### config.mk
export PLATFORM = sky130hd
export DESIGN_NAME = exp_fifo_reader
export DESIGN_NICKNAME = d
export VERILOG_FILES = /design/src/rtl/rsa_exp_pkg.sv /design/src/rtl/exp_bit_sreg.sv /design/src/rtl/exp_fifo_reader.sv
export SDC_FILE = /design/constraint.sdc
export NUM_CORES = 1
export LEC_CHECK = 0
export BUFFER_PORTS_ARGS = -buffer_cell sky130_fd_sc_hd__buf_2
export CAP_MARGIN = 20
export CORE_MARGIN = 1
export CORE_UTILIZATION = 35
export DETAILED_ROUTE_END_ITERATION = 10
export PLACE_DENSITY_LB_ADDON = 0.12
export SETUP_SLACK_MARGIN = 0.3
export SLEW_MARGIN = 25
export SYNTH_ARGS = -nofsm -noshare
export SYNTH_HDL_FRONTEND = slang
export SYNTH_SLANG_ARGS = --single-unit
### constraint.sdc
create_clock -name clk -period 2.9 [get_ports clk]
set_input_delay 0.29 -clock clk [delete_from_list [all_inputs] [get_ports clk]]
set_output_delay 0.29 -clock clk [all_outputs]
set_load 0.05 [all_outputs]
### src/rtl/rsa_exp_pkg.sv
// Shared types and defaults for the RSA exponent FIFO read path.
// Holds the reader FSM state type and the counter width helpers.
package rsa_exp_pkg;

    localparam int unsigned EXP_WORD_W_DEF    = 32;
    localparam int unsigned EXP_NUM_WORDS_DEF = 64;

    // word_cnt counts down from NUM_WORDS to 0 inclusive, so it needs one extra code
    function automatic int unsigned exp_wcnt_w(input int unsigned num_words);
        return $clog2(num_words + 1);
    endfunction

    localparam int unsigned EXP_WCNT_W_DEF = exp_wcnt_w(EXP_NUM_WORDS_DEF);

    typedef enum logic [2:0] {
        ST_IDLE  = 3'd0,
        ST_FETCH = 3'd1,
        ST_WAIT  = 3'd2,
        ST_SHIFT = 3'd3,
        ST_DONE  = 3'd4
    } exp_rd_state_t;

endpackage : rsa_exp_pkg

### src/rtl/exp_bit_sreg.sv
// WORD_W-bit load/shift-left register with a bit down-counter.
// o_last flags the bit position that is the word's LSB.
module exp_bit_sreg
    import rsa_exp_pkg::*;
#(
    parameter int unsigned WORD_W = EXP_WORD_W_DEF
) (
    input  logic              clk,
    input  logic              rst_n,
    input  logic              i_load,
    input  logic [WORD_W-1:0] i_data,
    input  logic              i_shift,
    output logic              o_msb,
    output logic              o_last
);

    localparam int unsigned       CNT_W   = (WORD_W > 1) ? $clog2(WORD_W) : 1;
    localparam logic [CNT_W-1:0]  CNT_TOP = CNT_W'(WORD_W - 1);

    logic [WORD_W-1:0] r_sreg;
    logic [CNT_W-1:0]  r_cnt;

    always_ff @(posedge clk or negedge rst_n) begin
        if (!rst_n) begin
            r_sreg <= '0;
            r_cnt  <= '0;
        end else if (i_load) begin
            r_sreg <= i_data;
            r_cnt  <= CNT_TOP;
        end else if (i_shift) begin
            r_sreg <= r_sreg << 1;
            if (r_cnt != '0) begin
                r_cnt <= r_cnt - 1'b1;
            end
        end
    end

    assign o_msb  = r_sreg[WORD_W-1];
    assign o_last = (r_cnt == '0);

endmodule : exp_bit_sreg

### src/rtl/exp_fifo_reader.sv
// Exponent FIFO read controller: pops words MSB-word first and streams bits MSB-first.
// Optional macro EXP_SKIP_LZ_EN suppresses the exponent's leading zeros.
module exp_fifo_reader
    import rsa_exp_pkg::*;
#(
    parameter int unsigned WORD_W    = EXP_WORD_W_DEF,
    parameter int unsigned NUM_WORDS = EXP_NUM_WORDS_DEF
) (
    input  logic              clk,
    input  logic              rst_n,
    input  logic              start,
    input  logic              abort,
    input  logic [WORD_W-1:0] fifo_dout,
    input  logic              fifo_empty,
    output logic              fifo_rd_en,
    output logic              bit_out,
    output logic              bit_valid,
    input  logic              bit_ready,
    output logic              bit_last,
    output logic              busy,
    output logic              done
);

    localparam int unsigned      WCNT_W   = exp_wcnt_w(NUM_WORDS);
    localparam logic [WCNT_W-1:0] WCNT_TOP = WCNT_W'(NUM_WORDS);

    exp_rd_state_t     r_state;
    logic [WCNT_W-1:0] r_word_cnt;

    logic w_msb;
    logic w_word_last;
    logic w_in_shift;
    logic w_final;
    logic w_emit;
    logic w_valid;
    logic w_hs;
    logic w_adv;
    logic w_load;

`ifdef EXP_SKIP_LZ_EN
    logic r_seen_one;
    // The final bit of the scan is always emitted so an all-zero exponent still yields one bit
    assign w_emit = r_seen_one || w_msb || w_final;
`else
    assign w_emit = 1'b1;
`endif

    assign w_in_shift = (r_state == ST_SHIFT);
    assign w_final    = w_in_shift && w_word_last && (r_word_cnt == '0);
    assign w_valid    = w_in_shift && w_emit;
    assign w_hs       = w_valid && bit_ready;
    assign w_adv      = w_hs || (w_in_shift && !w_emit);
    assign w_load     = (r_state == ST_WAIT);

    exp_bit_sreg #(
        .WORD_W (WORD_W)
    ) u_sreg (
        .clk     (clk),
        .rst_n   (rst_n),
        .i_load  (w_load),
        .i_data  (fifo_dout),
        .i_shift (w_adv),
        .o_msb   (w_msb),
        .o_last  (w_word_last)
    );

    always_ff @(posedge clk or negedge rst_n) begin
        if (!rst_n) begin
            r_state    <= ST_IDLE;
            r_word_cnt <= '0;
`ifdef EXP_SKIP_LZ_EN
            r_seen_one <= 1'b0;
`endif
        end else if (abort) begin
            r_state <= ST_IDLE;
        end else begin
            case (r_state)
                ST_IDLE: begin
                    if (start) begin
                        r_word_cnt <= WCNT_TOP;
                        r_state    <= ST_FETCH;
`ifdef EXP_SKIP_LZ_EN
                        r_seen_one <= 1'b0;
`endif
                    end
                end
                ST_FETCH: begin
                    if (!fifo_empty) begin
                        r_state <= ST_WAIT;
                    end
                end
                ST_WAIT: begin
                    r_word_cnt <= r_word_cnt - 1'b1;
                    r_state    <= ST_SHIFT;
                end
                ST_SHIFT: begin
`ifdef EXP_SKIP_LZ_EN
                    if (w_hs && w_msb) begin
                        r_seen_one <= 1'b1;
                    end
`endif
                    if (w_adv && w_word_last) begin
                        r_state <= (r_word_cnt == '0) ? ST_DONE : ST_FETCH;
                    end
                end
                ST_DONE: begin
                    r_state <= ST_IDLE;
                end
                default: begin
                    r_state <= ST_IDLE;
                end
            endcase
        end
    end

    assign fifo_rd_en = (r_state == ST_FETCH) && !fifo_empty;
    assign bit_valid  = w_valid;
    assign bit_out    = w_valid && w_msb;
    assign bit_last   = w_valid && w_final;
    assign busy       = (r_state != ST_IDLE);
    assign done       = (r_state == ST_DONE);

endmodule : exp_fifo_reader

# Yosys cells after proc, flatten, opt, wreduce, memory -nomap -nowiden
# Cells that the tools add are included.
# word_totals
reg_bits	47
input_bits	38
output_inout_bits	6
# classes
add_sub_neg	2
eq_ne	8
mux	13
bitwise_logic	1
n_reduce_logical	19
# op_table
cell	count
$mux W32	2
$mux W3	5
$mux W5	3
$pmux W7 S2	1
$pmux W3 S4	1
$logic_and A1 B1 Y1	7
$logic_not A7 Y1	1
$mux W7	1
$sub A7 B1 Y7 const B	1
$eq A3 B2 Y1 const B	2
$ne A3 B3 Y1 const B	2
$reduce_and A3 Y1	2
$reduce_bool A2 Y1	3
$logic_not A5 Y1	1
$reduce_bool A5 Y1	1
$sub A5 B1 Y5 const B	1
$eq A3 B1 Y1 const B	1
$eq A3 B3 Y1 const B	1
$logic_not A3 Y1	1
$ne A3 B2 Y1 const B	1
$reduce_bool A3 Y1	1
$ne A2 B2 Y1 const B	1
$reduce_and A2 Y1	1
$logic_not A1 Y1	1
$not A1 Y1	1

# Depth between registers and ports, before layout
# Gate-level depths: netlist of the first run.
# depth
word_depth	6
depth_mapped	6
mapped_depth_nobuf	5

# Hierarchy
# Synthesis of the first run repeated with hierarchy kept, for this count alone.
# unflattened
hier_cells	236
hier_area_um2	2373.5
# modules_own_cells
module	instances	cells_per_inst	area_per_inst_um2	seq_area_each_um2
exp_bit_sreg	1	164	1717.9	925.9
exp_fifo_reader	1	72	655.6	250.2

# Worst setup path before layout of the first run
# Ideal clock, no wire load.
# synth_timing
kind	reg-to-output
start	reg r_state[1]
end	out fifo_rd_en
arrival_ns	2.403
required_ns	2.610
slack_ns	0.207
path_stages_with_launch	4
cell_sequence	dfrtp_1 -> buf_2 -> buf_1 -> nor4b_1
# synth_between
elab_chain_len	2
# synth_rtl
element	line_no	source
start: declaration	exp_fifo_reader.sv:27	exp_rd_state_t r_state;
start signal: assignment	exp_fifo_reader.sv:103	r_state <= (r_word_cnt == '0) ? ST_DONE : ST_FETCH;
$eq A3 B1 Y1	exp_fifo_reader.sv:116	assign fifo_rd_en = (r_state == ST_FETCH) && !fifo_empty;
$logic_and A1 B1 Y1	exp_fifo_reader.sv:116	
end: declaration	exp_fifo_reader.sv:15	output logic fifo_rd_en,
# Every way passes these cells.

# Worst setup path in the final report of the first run
# layout_timing
start	reg u_sreg.r_cnt[0]
end	out bit_last
# layout_between
elab_chain_len	4
# layout_rtl
element	line_no	source
start: declaration	exp_bit_sreg.sv:21	logic [CNT_W-1:0] r_cnt;
start signal: assignment	exp_bit_sreg.sv:33	r_cnt <= r_cnt - 1'b1;
$logic_not A5 Y1	exp_bit_sreg.sv:39	assign o_last = (r_cnt == '0);
$logic_and A1 B1 Y1 (2 in series)	exp_fifo_reader.sv:49	assign w_final = w_in_shift && w_word_last && (r_word_cnt == '0);
$logic_and A1 B1 Y1	exp_fifo_reader.sv:119	assign bit_last = w_valid && w_final;
end: declaration	exp_fifo_reader.sv:19	output logic bit_last,
# Every way passes these cells.

==> results of run 1 <==
report_power, final:
part / switching [mW] / leakage [nW] / internal, mW / total (mW)
registers: 0.133 / 0.580 / 0.861 / 0.993
logic: 0.167 / 0.761 / 0.196 / 0.363
clock network: 0.235 / 0.0587 / 0.262 / 0.497
total: 0.534 / 1.40 / 1.32 / 1.85
metrics by stage:
step	hold WS [ps]	utilization, %	std cells	power [mW]	setup WS, ps
after floorplan	-5.59	-	211	1.25	720
after global placement	322	40.9	319	1.37	833
after detailed placement	321	40.9	319	1.38	844
after CTS	193	42.8	328	1.89	501
after global routing	215	42.8	328	1.99	399
final	206	42.8	328	1.85	511
worst paths after layout:
kind | from | to | slack (ps)
min in group asynchronous | rst_n | u_sreg.r_sreg[10] | 510
worst max register to register | r_state[1] | u_sreg.r_sreg[16] | 840
worst min register to register | u_sreg.r_sreg[5] | u_sreg.r_sreg[5] | 480
worst max-delay path | u_sreg.r_cnt[0] | bit_last | 510
max in group asynchronous | rst_n | u_sreg.r_cnt[2] | 1670
worst min-delay path | fifo_dout[12] | u_sreg.r_sreg[12] | 210
cell families (layout without fill, tap and decap cells):
group	Yosys count	count (layout)	share of synthesized area, %
and+or+nand+nor	45	45	12.6
DFF	47	47	50.8
muxes	4	4	1.73
buffers and inverters	25	65	4.81
AOI/OAI and AO/OA	87	87	28.5
adders and majority gates	3	3	1.62
cells in the final DEF, fill, tap and decap left out, drive strengths merged, types with 4 or more instances in the layout:
cell type  instances
mux2i              4
a21o              29
o21ai             11
nor2               6
clkbuf             5
dfrtp             47
inv                9
nand2              7
nor3               6
buf               48
a22o              29
state kept, by name (all words and copies together) (netlist names):
signal / cells
r_state: 3
u_sreg.r_cnt: 5
r_word_cnt: 7
u_sreg.r_sreg: 32
per-layer routing:
layer / wire length, µm / share of wire (%)
met5: 0 / 0
met2: 2010 / 42
met3: 198 / 4.1
met4: 24 / 0.50
met1: 2570 / 54
cell type report:
class | count | area [µm²] | area share (%)
flip-flops and latches | 47 | 1180 | 43.0
multi-input cells | 139 | 1040 | 38.1
repair buffers | 49 | 275 | 10.1
well taps | 77 | 96.3 | 3.52
clock buffers | 5 | 68.8 | 2.51
clock inverters | 3 | 47.5 | 1.74
inverters | 8 | 30.0 | 1.10
worst register-to-register path: stages, from the launching register on:
cell and delay, ps:
dfrtp_1 720, and4b_1 620, nor2_2 160, buf_4 250
a21o_1 200
timing repair:
item | 4_1_cts | 5_1_grt
hold buffers | 1 | 0
hold endpoints to repair | 23 | 0
buffers inserted | 0 | 0
==> flow_summary.yaml, run 1 <==
placement:
  routabilityCongestion: 0.758
  io_buffers: 43
  hpwl_mm: 3.22
  placed_cell_area_um2: 2610
timing:
  rsz0062_at_grt: "false"
  hold_viol_final: 0
  fin_skew_ps: 7.13
  fmax_mhz: 419
  relSlewSlack_pct: 56.9
  finalCritPeriodShare_pct: 82.4
  slew_viol_final: 0
  min_period_ps: 2390
  setup_viol: 0
  tightest_slew_ps: 641
  fin_tns_setup_ps: 0
min_path:
  hold_depth: 3
  worstHoldPathType: "input pin to flop"
floorplanning:
  die_w_um: 83.3
  start_util_pct: 36.3
  ioPinCount: 44
  fp.coreArea_um2: 6390
  row_count: 29
  die-height_um: 83.3
  die_area_um2: 6950
worst_setup_path:
  worst_path_dominant_cell_family: "simple AND/OR/NAND/NOR gates"
  arrival_ps: 2100
  start_kind: "flop"
  worstPathCellList: "inv_1, ha_1, or4b_4, nor4_4, buf_2"
  crit_slowest_cell: "or4b_4"
  critPathBufInv: 2
  critPathMaxStageDelay_ps: 550
  reg2reg_depth: 4
  crit_fanout: 9
  criticalPathCategory: "flop to output pin"
  critPathRequiredTime_ps: 2610
  critPathCaptureType: "output pin"
  path_depth: 5
yosys:
  synth_enable_flop_cells: 0
  synth_largest_area_cell: "dfrtp_1"
  ys_types: 42
  synth_seq_area_share_pct: 50.8
  netlist_instances: 211
  synth_warnings: 0
  ys_seq_elements: 47
  synth_top_area_share_pct: 50.8
  post_synth_instance_area_um2: 2320
  avgSynthCellArea_um2: 11.0
  synth_nets: 252
  synth.area.top_cells: "dfrtp_1 51%, a22o_1 11%, a21o_1 9.4%"
  synthMostInstantiatedCell: "dfrtp_1"
  synth_commonest_cells: "47 x dfrtp_1, 29 x a21o_1, 29 x a22o_1, 11 x o21ai_0"
  synthArstFlopShare_pct: 100
  ys.flop_type: "dfrtp_1"
global_route:
  grt_use_met2_pct: 20.9
  grt.met3_usage_pct: 3.58
  grt_overflow_total: 0
  grt_max_degree: 31
  antenna_found_initial: 0
  grt_use_met1_pct: 22.3
  grt_pass1_wl_mm: 8.35
  grtUsageTotal_pct: 14.7
  grt_busiest_layer: "met1"
  grt_pass1_vias: 1707
clocking:
  clkLatencyLatePin_ps: 300
  path_clk_slew_ps: 90
  clk_path_buf_depth: 2
  cts_made_buffers: 5
  clock-sinks: 47
  cts_resized: 0
  cts_root_buffer: "clkbuf_8"
  cts-htree-levels: 2
  cts_tree: "done"
routing:
  detail_route.iter0.violations: 81
  firstDrtPassIters: 4
  totalWireLength_mm: 4.80
  ant_nets: 0
  drc: 0
  wl_per_cell_um: 14.6
  vias: 1773
  via_per_inst: 5.41
final_layout:
  area_delta_synth_final_pct: 18.2
  fill_cells: 616
  layout.nets: 291
  final_area_um2: 2740
  drive_gt1_share_pct: 25.5
  num_antenna_cells: 0
power:
  leakage_nw: 1.40
  p_per_area_nw_per_um2: 677
  vdd_ir_drop_max_mv: 0.333
flow_run:
  maxCapViolCount: 0
run_status:
  status: "finished, final reports clean"
Note: power is estimated with default switching activity, not from simulation.
==> inputs of run 2 (changes only) <==
--- a/config.mk
+++ b/config.mk
@@ -5,6 +5,7 @@
 export SDC_FILE = /design/constraint.sdc
 export NUM_CORES = 1
 export LEC_CHECK = 0
+export ABC_AREA = 1
 export BUFFER_PORTS_ARGS = -buffer_cell sky130_fd_sc_hd__buf_2
 export CAP_MARGIN = 20
 export CORE_MARGIN = 1
==> constraint.sdc (replaced) <==
create_clock -name clk -period 2.5 [get_ports clk]
set_input_delay 0.25 -clock clk [delete_from_list [all_inputs] [get_ports clk]]
set_output_delay 0.25 -clock clk [all_outputs]
set_load 0.05 [all_outputs]
==> run 2 against run 1 <==
Via count rose by 12%. Combinational power grew to 3.7 times the previous value. Design area up 2.6%. Sequential power increased by 22%. Register-to-register slack lost 50 ps. Sequential share of layout area decreased by 1.1 points. Synthesized cell count is 33% higher. Flip-flop and latch count unchanged. Die area grew 4.8%. Cell count is 23% higher.
==> flow_summary.yaml, run 2 <==
clocking:
  cts_tree: "done"
  clock-sinks: 47
  clk_path_buf_depth: 2
  cts_root_buffer: "clkbuf_8"
  clkLatencyLatePin_ps: 300
  path_clk_slew_ps: 90
  cts-htree-levels: 2
  cts_made_buffers: 5
routing:
  via_per_inst: 4.92
  wl_per_cell_um: 12.5
  firstDrtPassIters: 4
  ant_nets: 0
  drc: 0
  vias: 1992
  detail_route.iter0.violations: 88
  totalWireLength_mm: 5.04
final_layout:
  multi_input_area_um2: 967
  final_common_cell: "nand2_1"
  ff_latch_area_um2: 1180
  area_delta_synth_final_pct: 15.5
  top_register: "u_sreg.r_sreg"
  drive_gt1_share_pct: 22.2
  num_antenna_cells: 0
  largest_reg_flops: 32
  fin_cells: 405
  top_regs: "u_sreg.r_sreg (32), r_word_cnt (7), u_sreg.r_cnt (5)"
  fill_cells: 699
  layout.nets: 365
  mostFrequentLayoutCells: "72 x nand2_1, 54 x inv_1, 47 x dfrtp_1"
yosys:
  ys_seq_elements: 47
  synth.area.top_cells: "dfrtp_1 48%, nand2_1 11%, inv_1 8.3%"
  synth_largest_area_cell: "dfrtp_1"
  synth_nets: 321
  ys_types: 26
  post_synth_instance_area_um2: 2430
  synthMostInstantiatedCell: "nand2_1"
  netlist_instances: 280
  synth_commonest_cells: "72 x nand2_1, 54 x inv_1, 47 x dfrtp_1, 21 x nand3_1, 17 x o221ai_1"
  synth_top_area_share_pct: 48.4
  synth_warnings: 0
  avgSynthCellArea_um2: 8.68
  ys.flop_type: "dfrtp_1"
  synth_seq_area_share_pct: 48.4
  synth_enable_flop_cells: 0
  synthArstFlopShare_pct: 100
global_route:
  antenna_found_initial: 0
  grt_pass1_wl_mm: 8.74
  grt_overflow_total: 0
  grt_pass1_vias: 1917
  grtUsageTotal_pct: 15.1
  grt_max_degree: 41
floorplanning:
  die_w_um: 85.3
  fp.coreArea_um2: 6760
  die_area_um2: 7280
  ioPinCount: 44
  die-height_um: 85.3
  start_util_pct: 36.0
  row_count: 30
worst_setup_path:
  crit_fanout: 5
  reg2reg_depth: 5
  worst_path_dominant_cell_family: "buffers and inverters"
  criticalPathCategory: "flop to output pin"
  critPathRequiredTime_ps: 2250
  r2r-end: "r_word_cnt[1]"
  critPathBufInv: 2
  r2r_start: "r_state[0]"
  crit_slowest_cell: "dfrtp_1"
  worstPathCellList: "inv_1, ha_1, nand3_1, nor3_1, buf_2"
  critPathMaxStageDelay_ps: 360
  ff2ff_setup_slack_ps: 790
  critPathCaptureType: "output pin"
  arrival_ps: 1700
  start_kind: "flop"
timing:
  relSlewSlack_pct: 55.8
  tightest_slew_ps: 662
  rsz0062_at_grt: "false"
  fmax_mhz: 513
  min_period_ps: 1950
  fin_skew_ps: 8.42
  fin_tns_setup_ps: 0
  finalCritPeriodShare_pct: 78.0
  setup_viol: 0
  slew_viol_final: 0
  hold_viol_final: 0
power:
  p_per_area_nw_per_um2: 1080
  vdd_ir_drop_max_mv: 0.369
  leakage_nw: 1.39
  finalPower_mw: 3.04
placement:
  hpwl_mm: 3.50
  routabilityCongestion: 0.795
  dp_cells: 396
  io_buffers: 43
min_path:
  hold_path_end: "u_sreg.r_sreg[28]"
  worstHoldPathType: "input pin to flop"
  hp-start: "fifo_dout[28]"
  hold_depth: 3
flow_run:
  maxCapViolCount: 0
run_status:
  status: "finished, final reports clean"
## run 2: cell count changes after synthesis, sizes merged, moves of 8 or more
cell    before  now
o221ai       1   27
a22o        29    0
inv          8   56
nand3        2   21
a21o        29    0
nand2        7   74
nor2         6   14
## run 2: routing by layer
metal	global-route usage [%]	vias to the layer above	wire length, µm
met5	0	-	0
met4	4.55	0	92
met3	3.89	9	230
met2	23.6	53	2210
met1	20.7	918	2510
li1	-	1012	-
## run 2: worst max path at each step
stage / from / end / cells past startpoint
4_1_cts: u_sreg.r_cnt[0] / bit_last / 5
3_3_place_gp: r_state[0] / u_sreg.r_sreg[30] / 5
6_report: u_sreg.r_cnt[0] / bit_last / 5
3_5_place_dp: r_state[0] / r_word_cnt[1] / 5
5_1_grt: r_word_cnt[0] / bit_last / 7
2_1_floorplan: r_word_cnt[0] / bit_last / 6
## run 2: per-stage QoR
step                      hold WS, ps  utilization [%]  setup slack (ps)  area, µm²
after detailed placement          323             39.9               752       2700
after global placement            319             39.9               811       2700
after global routing              145             41.6               421       2810
after floorplan                 -45.6                -               352       2430
after CTS                         144             41.6               540       2810
final                             151             41.6               551       2810
## run 2: repair_timing
action / in CTS / in global routing
hold buffers: 1 / 0
hold endpoints to repair: 25 / 0
resized for setup: 0 / 0
buffers inserted: 0 / 0
## run 2: worst register-to-register path, cell delays in order, from the launching register on
cell	delay (ps)
dfrtp_1	480
nor2_4	210
nand2_4	110
inv_2	500
nand2_1	160
o22ai_1	180
## run 2: where the power goes
group          internal, mW  switching, mW  total [mW]
Clock                 0.226          0.273       0.499
Combinational         0.486          0.843        1.33
Sequential             1.07          0.140        1.21
## run 2: cells by family after synthesis
family	Yosys count	share of synthesized area (%)
AO/OA/AOI/OAI	45	16.4
buffers and inverters	67	11.8
AND/OR/NAND/NOR	118	21.8
flip-flops	47	48.4
adder cells (fa/ha/maj)	3	1.54
## run 2: layout make-up
cell class / count / area share (%)
well taps: 80 / 3.57
clock buffers: 6 / 2.94
flip-flops and latches: 47 / 41.9
inverters: 56 / 7.49
clock inverters: 2 / 0.579
repair buffers: 48 / 9.09
multi-input cells: 166 / 34.4
==> inputs of run 3 (changes only) <==
--- a/config.mk
+++ b/config.mk
@@ -5,7 +5,7 @@
 export SDC_FILE = /design/constraint.sdc
 export NUM_CORES = 1
 export LEC_CHECK = 0
-export ABC_AREA = 1
+export ABC_AREA = 0
 export BUFFER_PORTS_ARGS = -buffer_cell sky130_fd_sc_hd__buf_2
 export CAP_MARGIN = 20
 export CORE_MARGIN = 1
==> constraint.sdc (replaced) <==
create_clock -name clk -period 1.65 [get_ports clk]
set_input_delay 0.165 -clock clk [delete_from_list [all_inputs] [get_ports clk]]
set_output_delay 0.165 -clock clk [all_outputs]
set_load 0.05 [all_outputs]
==> run 3 against run 2 <==
The run now ends with setup timing left. Critical path depth stayed put. Wire length is 20% higher. Via count is 4.7% higher. Utilization is 16 points higher. Design area is 30% higher. Flip-flop and latch count stayed put. Worst setup slack worse by 830 ps. Non-clock buffer count is 58 higher. Clock skew is 3.1 ps higher. Clock power is 39% higher. Cell count is 4.9% lower. Sequential power is 41% higher. Largest power group is now registers.
==> flow_summary.yaml, run 3 (synthesis gave the netlist of run 1 again) <==
run_status:
  status: "finished, violations left"
  failed_checks: "setup timing"
timing:
  finalCritPeriodShare_pct: 117
  rsz0062_at_grt: "true"
  min_period_ps: 1920
  fin_skew_ps: 11.5
  tightest_slew_ps: 337
  fmax_mhz: 520
  setup_viol: 8
  finalWorstSetupSlack_ps: -275
  slew_viol_final: 0
  relSlewSlack_pct: 77.3
  hold_viol_final: 0
  hold_slack_ps: 74.4
placement:
  hpwl_mm: 3.50
  io_buffers: 43
  routabilityCongestion: 0.850
  dp_slack_ps: -48.5
global_route:
  grt_pass1_wl_mm: 10.0
  grtUsageTotal_pct: 18.0
  grt_use_met2_pct: 28.4
  grt_pass1_vias: 1985
  antenna_found_initial: 0
  grt_use_met1_pct: 25.6
  grt.met3_usage_pct: 3.58
  grt_max_degree: 48
  grt_busiest_layer: "met2"
  grt_overflow_total: 0
worst_setup_path:
  arrival_ps: 1760
  critPathRequiredTime_ps: 1480
  critPathCaptureType: "output pin"
  start_kind: "flop"
  criticalPathCategory: "flop to output pin"
  crit_fanout: 2
power:
  power.share.switching_pct: 30.1
  pwr-share-seq_pct: 50.2
  p_int_mw: 2.38
  p_per_area_nw_per_um2: 931
  combPwrFrac_pct: 29.4
  p_clk_share_pct: 20.4
  leakage_nw: 1.76
  vdd_ir_drop_max_mv: 0.504
  finalPower_mw: 3.40
  switchingPower_mw: 1.02
clocking:
  path_clk_slew_ps: 90
  clk_path_buf_depth: 2
  clkLatencyLatePin_ps: 300
  cts_root_buffer: "clkbuf_8"
  clock-sinks: 47
  cts_tree: "done"
  cts_made_buffers: 5
  cts-htree-levels: 2
floorplanning:
  start_util_pct: 36.3
  row_count: 29
  die_area_um2: 6950
  die_w_um: 83.3
  ioPinCount: 44
  fp.coreArea_um2: 6390
  die-height_um: 83.3
routing:
  detail_route.iter0.violations: 77
  drc: 0
  firstDrtPassIters: 4
  wl_per_cell_um: 15.7
  ant_nets: 0
  totalWireLength_mm: 6.04
  via_per_inst: 5.42
  vias: 2086
final_layout:
  area_delta_synth_final_pct: 57.8
  ff_latch_area_um2: 1180
  layout.nets: 348
  multi_input_area_um2: 1250
  top_regs: "u_sreg.r_sreg (32), r_word_cnt (7), u_sreg.r_cnt (5)"
  final_common_cell: "dfrtp_1"
  num_antenna_cells: 0
  final_core_util_pct: 57.2
  drive_gt1_share_pct: 50.6
  fill_cells: 563
  largest_reg_flops: 32
  top_register: "u_sreg.r_sreg"
  mostFrequentLayoutCells: "46 x dfrtp_1, 37 x buf_2, 29 x a22o_1, 29 x a21o_1, 28 x buf_6"
min_path:
  worstHoldPathType: "input pin to flop"
flow_run:
  maxCapViolCount: 0
==> run 3: path summary, 6_finish.rpt <==
kind	start	to	slack (ps)	depth (start not counted)
worst max-delay path	u_sreg.r_cnt[1]	bit_last	-270	5
worst min-delay path	fifo_dout[14]	u_sreg.r_sreg[14]	70	3
worst max register to register	u_sreg.r_cnt[1]	u_sreg.r_cnt[1]	-70	7
worst min register to register	u_sreg.r_sreg[19]	u_sreg.r_sreg[19]	480	1
max in group asynchronous	rst_n	u_sreg.r_cnt[3]	1050	3
min in group asynchronous	rst_n	u_sreg.r_sreg[28]	360	3
==> run 3: through the flow <==
step           area, µm²  cells  TNS (ps)
4_1_cts             3410    375      -377
3_5_place_dp        2840    342     -68.4
2_1_floorplan       2400    211      -974
3_3_place_gp        2840    342     -29.3
5_1_grt             3650    385     -1390
6_report            3650    385      -613
==> run 3: repair_timing <==
item,CTS,global route
endpoints found under the hold margin,47,0
resized for setup,66,39
setup buffers,17,10
hold buffers,1,0
gates cloned,7,0
pin swaps,32,15
setup endpoints to repair,52,53
==> run 3: layout make-up <==
cell class / count / area share (%)
tap: 77 / 2.64
clock inverter: 3 / 0.548
clock buffer: 5 / 1.88
multi-input combinational: 139 / 34.1
sequential: 47 / 32.2
timing repair buffer: 106 / 27.6
inverter: 8 / 0.993
==> run 3: power by group through the flow <==
stage          registers (mW)  clock network (mW)  logic, mW
2_1_floorplan            1.70                   0      0.520
3_3_place_gp             1.72                   0      0.779
3_5_place_dp             1.73                   0      0.788
4_1_cts                  1.71               0.719      0.911
5_1_grt                  1.76               0.772       1.10
6_report                 1.71               0.693      0.999
==> run 3: worst max-delay path: stages (launching register included) <==
cell	delay, ps
dfrtp_1	390
inv_2	70
ha_4	120
or4b_4	480
nor4_4	200
buf_6	200
==> run 3: routing by layer <==
metal	vias up	share of wire, %
li1	1007	-
met1	1036	47
met4	0	0.70
met3	5	3.6
met2	38	48
met5	-	0
